`config.mk`:
```
export PLATFORM = sky130hd
export DESIGN_NAME = image_feeder_flat
export DESIGN_NICKNAME = d
export VERILOG_FILES = /design/src/rtl/image_feeder_if.sv /design/src/rtl/image_feeder.sv /design/src/flat_wrapper.sv
export SDC_FILE = /design/constraint.sdc
export NUM_CORES = 1
export LEC_CHECK = 0
export CAP_MARGIN = 20
export CORE_MARGIN = 2
export CORE_UTILIZATION = 45
export CTS_BUF_LIST = sky130_fd_sc_hd__clkbuf_8
export DETAILED_ROUTE_END_ITERATION = 8
export PLACE_DENSITY = 0.85
export SLEW_MARGIN = 30
export SYNTH_ARGS = -nofsm -noshare
export SYNTH_HDL_FRONTEND = slang
export SYNTH_SLANG_ARGS = --single-unit
export TNS_END_PERCENT = 30
```
`constraint.sdc`:
```
create_clock -name clk -period 2.3 [get_ports clk]
set_clock_uncertainty 0.05 [all_clocks]
set_input_delay 0.23 -clock clk [delete_from_list [all_inputs] [get_ports clk]]
set_output_delay 0.23 -clock clk [all_outputs]
set_load 0.05 [all_outputs]
```
`src/rtl/image_feeder_if.sv`:
```
// Bundle of the image_feeder control, memory and downstream signals.
// master = the feeder itself, slave = the environment (controller, memory, conv_pool).
interface image_feeder_if #(
   parameter int ADDR_W = 16,
   parameter int DATA_W = 128
);
   logic              start;
   logic [ADDR_W-1:0] base_addr;
   logic [ADDR_W-1:0] end_addr;
   logic [7:0]        interval;
   logic              stall;
   logic              mem_re;
   logic [ADDR_W-1:0] mem_addr;
   logic [DATA_W-1:0] mem_rdata;
   logic [DATA_W-1:0] image_4x4;
   logic              input_re;
   logic [ADDR_W-1:0] input_addr;
   logic              busy;
   logic              done;

   modport master (
      input  start, base_addr, end_addr, interval, stall, mem_rdata,
      output mem_re, mem_addr, image_4x4, input_re, input_addr, busy, done
   );

   modport slave (
      output start, base_addr, end_addr, interval, stall, mem_rdata,
      input  mem_re, mem_addr, image_4x4, input_re, input_addr, busy, done
   );
endinterface

```
`src/rtl/image_feeder.sv`:
```
// Streams a range of 4x4 pixel blocks from image memory to the conv_pool at a fixed read pace.
// Optional macro FEEDER_CONTINUOUS_EN: loop back to base_addr forever instead of ending the frame.
module image_feeder #(
   parameter int ADDR_W = 16,
   parameter int DATA_W = 128
) (
   input  logic          clk,
   input  logic          rst,
   image_feeder_if.master bus
);
   typedef enum logic [1:0] {S_IDLE, S_ISSUE, S_WAIT, S_DRAIN} state_t;

   state_t            r_state;
   state_t            w_state_next;
   logic [ADDR_W-1:0] r_addr;
   logic [ADDR_W-1:0] r_end;
`ifdef FEEDER_CONTINUOUS_EN
   logic [ADDR_W-1:0] r_base;
`endif
   logic [7:0]        r_wait_load;
   logic [7:0]        r_cnt;
   logic              r_re_d1;
   logic [ADDR_W-1:0] r_addr_d1;
   logic [DATA_W-1:0] r_image;
   logic              r_input_re;
   logic [ADDR_W-1:0] r_input_addr;
   logic              r_done;

   logic              w_mem_re;
   logic [ADDR_W-1:0] w_mem_addr;
   logic              w_busy;
   logic              w_last;
   logic              w_cnt_zero;
   logic              w_start_ok;

   assign w_last     = (r_addr == r_end);
   assign w_cnt_zero = (r_cnt == 8'd0);
   // A start landing on the done cycle belongs to the finished frame and is dropped.
   assign w_start_ok = (r_state == S_IDLE) && bus.start && !r_done;

   always_ff @(posedge clk or negedge rst) begin
      if (!rst) begin
         r_state <= S_IDLE;
      end else begin
         r_state <= w_state_next;
      end
   end

   always_comb begin
      w_state_next = r_state;
      case (r_state)
         S_IDLE: begin
            if (w_start_ok) w_state_next = S_ISSUE;
         end
         S_ISSUE: begin
`ifdef FEEDER_CONTINUOUS_EN
            w_state_next = S_WAIT;
`else
            w_state_next = w_last ? S_DRAIN : S_WAIT;
`endif
         end
         S_WAIT: begin
            if (w_cnt_zero && !bus.stall) w_state_next = S_ISSUE;
         end
         S_DRAIN: begin
            if (r_input_re) w_state_next = S_IDLE;
         end
         default: w_state_next = S_IDLE;
      endcase
   end

   always_comb begin
      w_mem_re   = (r_state == S_ISSUE);
      w_mem_addr = (r_state == S_ISSUE) ? r_addr : '0;
      w_busy     = (r_state != S_IDLE);
   end

   // Address and pacing: ISSUE plus (interval-2) counted WAIT cycles plus one expiry cycle.
   always_ff @(posedge clk or negedge rst) begin
      if (!rst) begin
         r_addr      <= '0;
         r_end       <= '0;
`ifdef FEEDER_CONTINUOUS_EN
         r_base      <= '0;
`endif
         r_wait_load <= '0;
         r_cnt       <= '0;
      end else begin
         if (w_start_ok) begin
            r_addr      <= bus.base_addr;
            r_end       <= bus.end_addr;
`ifdef FEEDER_CONTINUOUS_EN
            r_base      <= bus.base_addr;
`endif
            r_wait_load <= (bus.interval < 8'd2) ? 8'd0 : bus.interval - 8'd2;
         end
         if (r_state == S_ISSUE) begin
            r_cnt <= r_wait_load;
`ifdef FEEDER_CONTINUOUS_EN
            r_addr <= w_last ? r_base : r_addr + 1'b1;
`else
            if (!w_last) r_addr <= r_addr + 1'b1;
`endif
         end else if ((r_state == S_WAIT) && !w_cnt_zero) begin
            r_cnt <= r_cnt - 8'd1;
         end
      end
   end

   // Read pipeline: memory answers one cycle after mem_re, block is presented the cycle after.
   always_ff @(posedge clk or negedge rst) begin
      if (!rst) begin
         r_re_d1      <= 1'b0;
         r_addr_d1    <= '0;
         r_input_re   <= 1'b0;
         r_image      <= '0;
         r_input_addr <= '0;
         r_done       <= 1'b0;
      end else begin
         r_re_d1    <= w_mem_re;
         r_addr_d1  <= w_mem_addr;
         r_input_re <= r_re_d1;
         if (r_re_d1) begin
            r_image      <= bus.mem_rdata;
            r_input_addr <= r_addr_d1;
         end
`ifdef FEEDER_CONTINUOUS_EN
         r_done <= r_re_d1 && (r_addr_d1 == r_end);
`else
         r_done <= (r_state == S_DRAIN) && r_input_re;
`endif
      end
   end

   assign bus.mem_re     = w_mem_re;
   assign bus.mem_addr   = w_mem_addr;
   assign bus.image_4x4  = r_image;
   assign bus.input_re   = r_input_re;
   assign bus.input_addr = r_input_addr;
   assign bus.busy       = w_busy;
   assign bus.done       = r_done;
endmodule

```
`src/flat_wrapper.sv`:
```
// flat-port wrapper written by rule: the top's interface ports become plain ports
module image_feeder_flat 
#(
   parameter int ADDR_W = 16,
   parameter int DATA_W = 128
)
  (clk, rst, bus_start, bus_base_addr, bus_end_addr, bus_interval, bus_stall, bus_mem_rdata, bus_mem_re, bus_mem_addr, bus_image_4x4, bus_input_re, bus_input_addr, bus_busy, bus_done);
  image_feeder_if #(.ADDR_W(ADDR_W), .DATA_W(DATA_W)) bus_i ();
  input  logic clk;
  input  logic rst;
  input wire logic [$bits(bus_i.start)-1:0] bus_start;
  input wire logic [$bits(bus_i.base_addr)-1:0] bus_base_addr;
  input wire logic [$bits(bus_i.end_addr)-1:0] bus_end_addr;
  input wire logic [$bits(bus_i.interval)-1:0] bus_interval;
  input wire logic [$bits(bus_i.stall)-1:0] bus_stall;
  input wire logic [$bits(bus_i.mem_rdata)-1:0] bus_mem_rdata;
  output wire logic [$bits(bus_i.mem_re)-1:0] bus_mem_re;
  output wire logic [$bits(bus_i.mem_addr)-1:0] bus_mem_addr;
  output wire logic [$bits(bus_i.image_4x4)-1:0] bus_image_4x4;
  output wire logic [$bits(bus_i.input_re)-1:0] bus_input_re;
  output wire logic [$bits(bus_i.input_addr)-1:0] bus_input_addr;
  output wire logic [$bits(bus_i.busy)-1:0] bus_busy;
  output wire logic [$bits(bus_i.done)-1:0] bus_done;
  assign bus_i.start = bus_start;
  assign bus_i.base_addr = bus_base_addr;
  assign bus_i.end_addr = bus_end_addr;
  assign bus_i.interval = bus_interval;
  assign bus_i.stall = bus_stall;
  assign bus_i.mem_rdata = bus_mem_rdata;
  assign bus_mem_re = bus_i.mem_re;
  assign bus_mem_addr = bus_i.mem_addr;
  assign bus_image_4x4 = bus_i.image_4x4;
  assign bus_input_re = bus_i.input_re;
  assign bus_input_addr = bus_i.input_addr;
  assign bus_busy = bus_i.busy;
  assign bus_done = bus_i.done;
  image_feeder #(.ADDR_W(ADDR_W), .DATA_W(DATA_W)) u_core (.clk(clk), .rst(rst), .bus(bus_i));
endmodule
```
After elaboration in Yosys (flattened, before gate mapping):

Index checks and enable logic that the tools add are counted.

* register bits after elaboration: 213
* input bits: 172
* output and inout port bits: 164
* logic and storage cells: 47

* add/subtract/negate cells: 3
* magnitude comparators: 1
* equality and inequality tests: 7
* mux-type cells: 12
* reduce and logical (&&, ||, !) cells: 13

Operators with widths (count)
* two-way mux 16 bit: 4
* two-way mux 8 bit: 3
* adder 16 x 1 -> 16 bit (second input constant): 1
* == test 16 bit: 1
* logical NOT 8 bit: 1
* less-than comparator 8 x 2 -> 1 bit (second input constant): 1
* one-hot mux 2 bit (4 select lines): 1
* subtractor 8 x 1 -> 8 bit (second input constant): 1
* subtractor 8 x 2 -> 8 bit (second input constant): 1
* two-way mux 2 bit: 3
* inequality test 2 x 1 -> 1 bit (second input constant): 3
* logical AND 1 bit: 5
* == test 2 bit (second input constant): 2
* nonzero test 2 bit: 2
* logical NOT 1 bit: 3
* AND reduction 3 bit: 1
* == test 2 x 1 -> 1 bit (second input constant): 1
* logical NOT 2 bit: 1
* two-way mux 1 bit: 1

Depth between registers and ports, before layout:

* depth in word-level cells: 6
* depth in mapped cells: 8

Least setup slack after synthesis:

OpenSTA, ideal clock, no wires.

* path type: reg2out
* start point: register u_core.r_state[1]
* end point: output port bus_mem_addr[10]
* arrival time: 1.976 ns
* data required time: 2.020 ns
* path slack: 0.044 ns
* cell stages (with the launch flop): 7
* path buffers: 2
* cell sequence: dfrtp_1 -> buf_2 -> inv_1 -> nand2_1 -> clkinv_1 -> clkbuf_1 -> and2_1

* word-level cells in the longest chain between the ends: 2

Ends and longest elaborated chain
* start: declaration: RTL line image_feeder.sv:13 `state_t r_state;`
* start signal: assignment: RTL line image_feeder.sv:45 `r_state <= w_state_next;`
* == test 2 x 1 -> 1 bit
* named net bus_mem_re: RTL line flat_wrapper.sv:17 `output wire logic [$bits(bus_i.mem_re)-1:0] bus_mem_re;`
* two-way mux 16 bit: RTL line image_feeder.sv:74 `w_mem_addr = (r_state == S_ISSUE) ? r_addr : '0;`
* end: declaration: RTL line flat_wrapper.sv:18 `output wire logic [$bits(bus_i.mem_addr)-1:0] bus_mem_addr;`

The timed path passes the listed nets, and every way through them passes these cells.

Final worst setup path:

* start point: register u_core.r_state[1]
* end point: output port bus_mem_addr[15]

* word-level cells in the longest chain between the ends: 2

Ends and longest elaborated chain (RTL line)
* == test 2 x 1 -> 1 bit: image_feeder.sv:74
* two-way mux 16 bit: image_feeder.sv:74

Every way passes these cells.

==> results.txt <==
Status - complete, no violations
Initial drt markers - 193
Clk root buf - clkbuf_8
Final #Nets - 1169
Adder-cell share of the synthesized area - 0.575%
RSZ-0062 raised after global routing - false
Synth Register Bits - 213
Die Ht - 143 µm
Compound-cell area share of the yosys netlist - 2.76%
Crit Path Class - flop to output pin
Die Span X - 143 µm
Static Leak - 5.83 nW
Min Hold Slack - 0.199 ns
DR vias - 6196
I/O Buffers - 335
WP data required - 2.02 ns
Synth Flop Type - dfrtp_1
DP Area - 0.0124 mm²
Finished Core Util - 69.6%
Final Hold Vio Count - 0
Slowest cell on the critical path - dfrtp_2
Die area - 0.0205 mm²
Synth async-reset ratio - 100%
Initial Utilization - 46.2%
Crit path DAT - 1.89 ns
Initial antenna violation count - 5
CTS H-Tree Depth - 2
Post-synthesis mux area share - 22.4%
Crit path max fanout - 15
FILL cells - 1344
Row cnt - 50
DRC - 0
M1 WL - 8720 µm
Max stage delay on crit path - 0.47 ns
Worst reg-to-reg path cell count - 5
Routed wl met2 - 12100 µm
Total CTS buffers - 37
Tmin final - 2.17 ns
Slew Limit Fails - 0
EDFF count, synth - 0
Clk sinks - 213
ANT nets after route - 0
Count of different cell masters after synthesis - 44
Startpoint Class - flop
GRT Total Usage - 22.4%
Vias per cell - 4.82
Hold/Removal Path Class - primary input to flop
Post-Synth Simple-Gate Area - 7.63%
Slew HR - 53.9%
Syn_nets - 817
P&R area growth vs syn - 50.6%
Pre-Repair DR Iteration Count - 4
Main combinational cell family by area after synthesis - multiplexers
Highest metal used - met4
Cell area after synthesis - 0.00871 mm²
XOR/XNOR Fraction of Synth Area - 3.22%
Most frequent cells in the layout - clkdlybuf4s50_1 (316), dfrtp_1 (210), mux2_2 (146), nand2_1 (70), clkbuf_8 (47)
Setup TNS - 0 ns
Clock buffer depth - 3
Clock latency on the worst-skew pair - 0.51 ns
Post-Syn Instances - 641
YS warnings - 0
Ports - 336
Most common cell after layout, fill and taps aside - clkdlybuf4s50_1
Max cap viols - 0
RD Place Congestion - 0.825
Worst hold path depth - 3
VDD IR max - 0.719 mV
Crit share post-route - 94.3%
DRT Wirelength - 23400 µm
Pwr/cell area - 1730 mW/mm²
Fmax - 461 MHz
First-pass GRT wire length - 35100 µm
Grt total ovfl - 0
Core area - 0.0188 mm²
Post-CTS Setup Bufs - 0
Avg Inst Size Synth - 13.6 µm²
Worst-margin pin slew - 0.689 ns
Largest net degree at the start of global routing - 120
Cell-by-cell trace of the critical path - inv_1 -> nand2_2 -> clkinv_1 -> buf_4 -> and2_1 -> buf_6
Final count of negative-setup-slack endpoints - 0
Hpwl dp - 17500 µm
Worst Setup End Kind - output pin
Met3 wire len - 1710 µm
Finished Cell Area - 0.0131 mm²
CTS tree - built
Vias in the first global route - 6473
Clk slew on worst S/H paths - 0.06 ns
Post-synthesis sequential area ratio - 61.2%
Layout cells sized above 1 - 23.4%
DR WL/cell - 18.2 µm
-- timing repair --
item                                   CTS  global route
setup endpoints to repair               16            15
endpoints found under the hold margin   71             0
hold buffers                             1             0
resized for setup                        3             2
-- power breakdown --
part	internal, W	switching, W	total [W]	leakage, nW
clock network	0.00183	0.00148	0.00331	0.434
registers	0.00560	0.00124	0.00684	2.58
logic	0.00487	0.00769	0.0126	2.81
-- worst paths after layout --
kind / end / slack [ns] / startpoint
max: bus_mem_addr[15] / 0.13 / u_core.r_state[1]
max in group asynchronous: u_core.r_re_d1 / 1.28 / rst
min in group asynchronous: u_core.bus.image_4x4[25] / 0.22 / rst
min: u_core.r_end[3] / 0.20 / bus_end_addr[3]
min reg2reg: u_core.bus.input_addr[13] / 0.42 / u_core.r_addr_d1[13]
max reg2reg: u_core.r_cnt[6] / 0.33 / u_core.r_cnt[4]
-- state kept, by name, indices dropped and copies added (netlist names), 2 cells and up --
name,cells
u_core.r_wait_load,8
u_core.bus.image_4x4,128
u_core.r_cnt,8
u_core.r_addr,16
u_core.bus.input_addr,16
u_core.r_state,2
u_core.r_addr_d1,16
u_core.r_end,16
-- logic make-up after synthesis --
kind of cell | after synthesis
AO/OA/AOI/OAI | 29
adder cells (fa/ha/maj) | 4
multiplexers | 177
buffers and inverters | 45
flip-flops | 213
XOR/XNOR | 32
AND/OR/NAND/NOR | 141
-- cell type report --
cell class | instances | area (µm²) | area share [%]
clock buffer | 47 | 647 | 4.93
tap | 260 | 325 | 2.48
sequential | 213 | 5340 | 40.7
inverter | 11 | 41.3 | 0.315
timing repair buffer | 347 | 3470 | 26.5
antenna | 5 | 12.5 | 0.0954
multi-input combinational | 383 | 3190 | 24.3
clock inverter | 20 | 83.8 | 0.639
-- critical path, delay by kind of cell, from the launching register on --
family	cells	cell delay [ns]
flops	1	0.47
buf+inv	4	0.56
simple gates	2	0.36
-- synth_stat cells (all sizes together), types with 2 or more instances --
master  instances  area share [%]
nand4           5            0.36
nand2          72             3.1
mux2i          31             3.6
and2           17             1.2
or4             3            0.32
ha              4            0.57
o21ai          10            0.57
a221o           3            0.34
o311ai          2            0.20
xnor2           9            0.91
inv            10            0.43
o41ai           2            0.42
o211ai          2            0.17
xor2           23             2.3
mux2          146              19
nor2           17            0.73
and3            3            0.22
nand3           8            0.46
nor4            7            0.50
buf            14            0.80
a21oi           3            0.17
nor3            3            0.17
dfrtp         213              61
clkbuf         20            0.86
-- per-layer routing --
metal	track usage, %	vias to the layer above
li1	-	2939
met1	25.3	2981
met2	38.7	215
met3	6.37	61
met4	11.1	0
met5	0	-
-- metrics by stage --
step	power (W)	std cells	setup slack, ns
global route	0.0238	1286	0.00567
finish	0.0227	1286	0.131
global placement	0.0192	1213	0.245
detailed placement	0.0195	1213	0.167
floorplan	0.0152	641	0.0445
CTS	0.0229	1281	0.00360
Note: power is estimated with default switching activity, not from simulation.
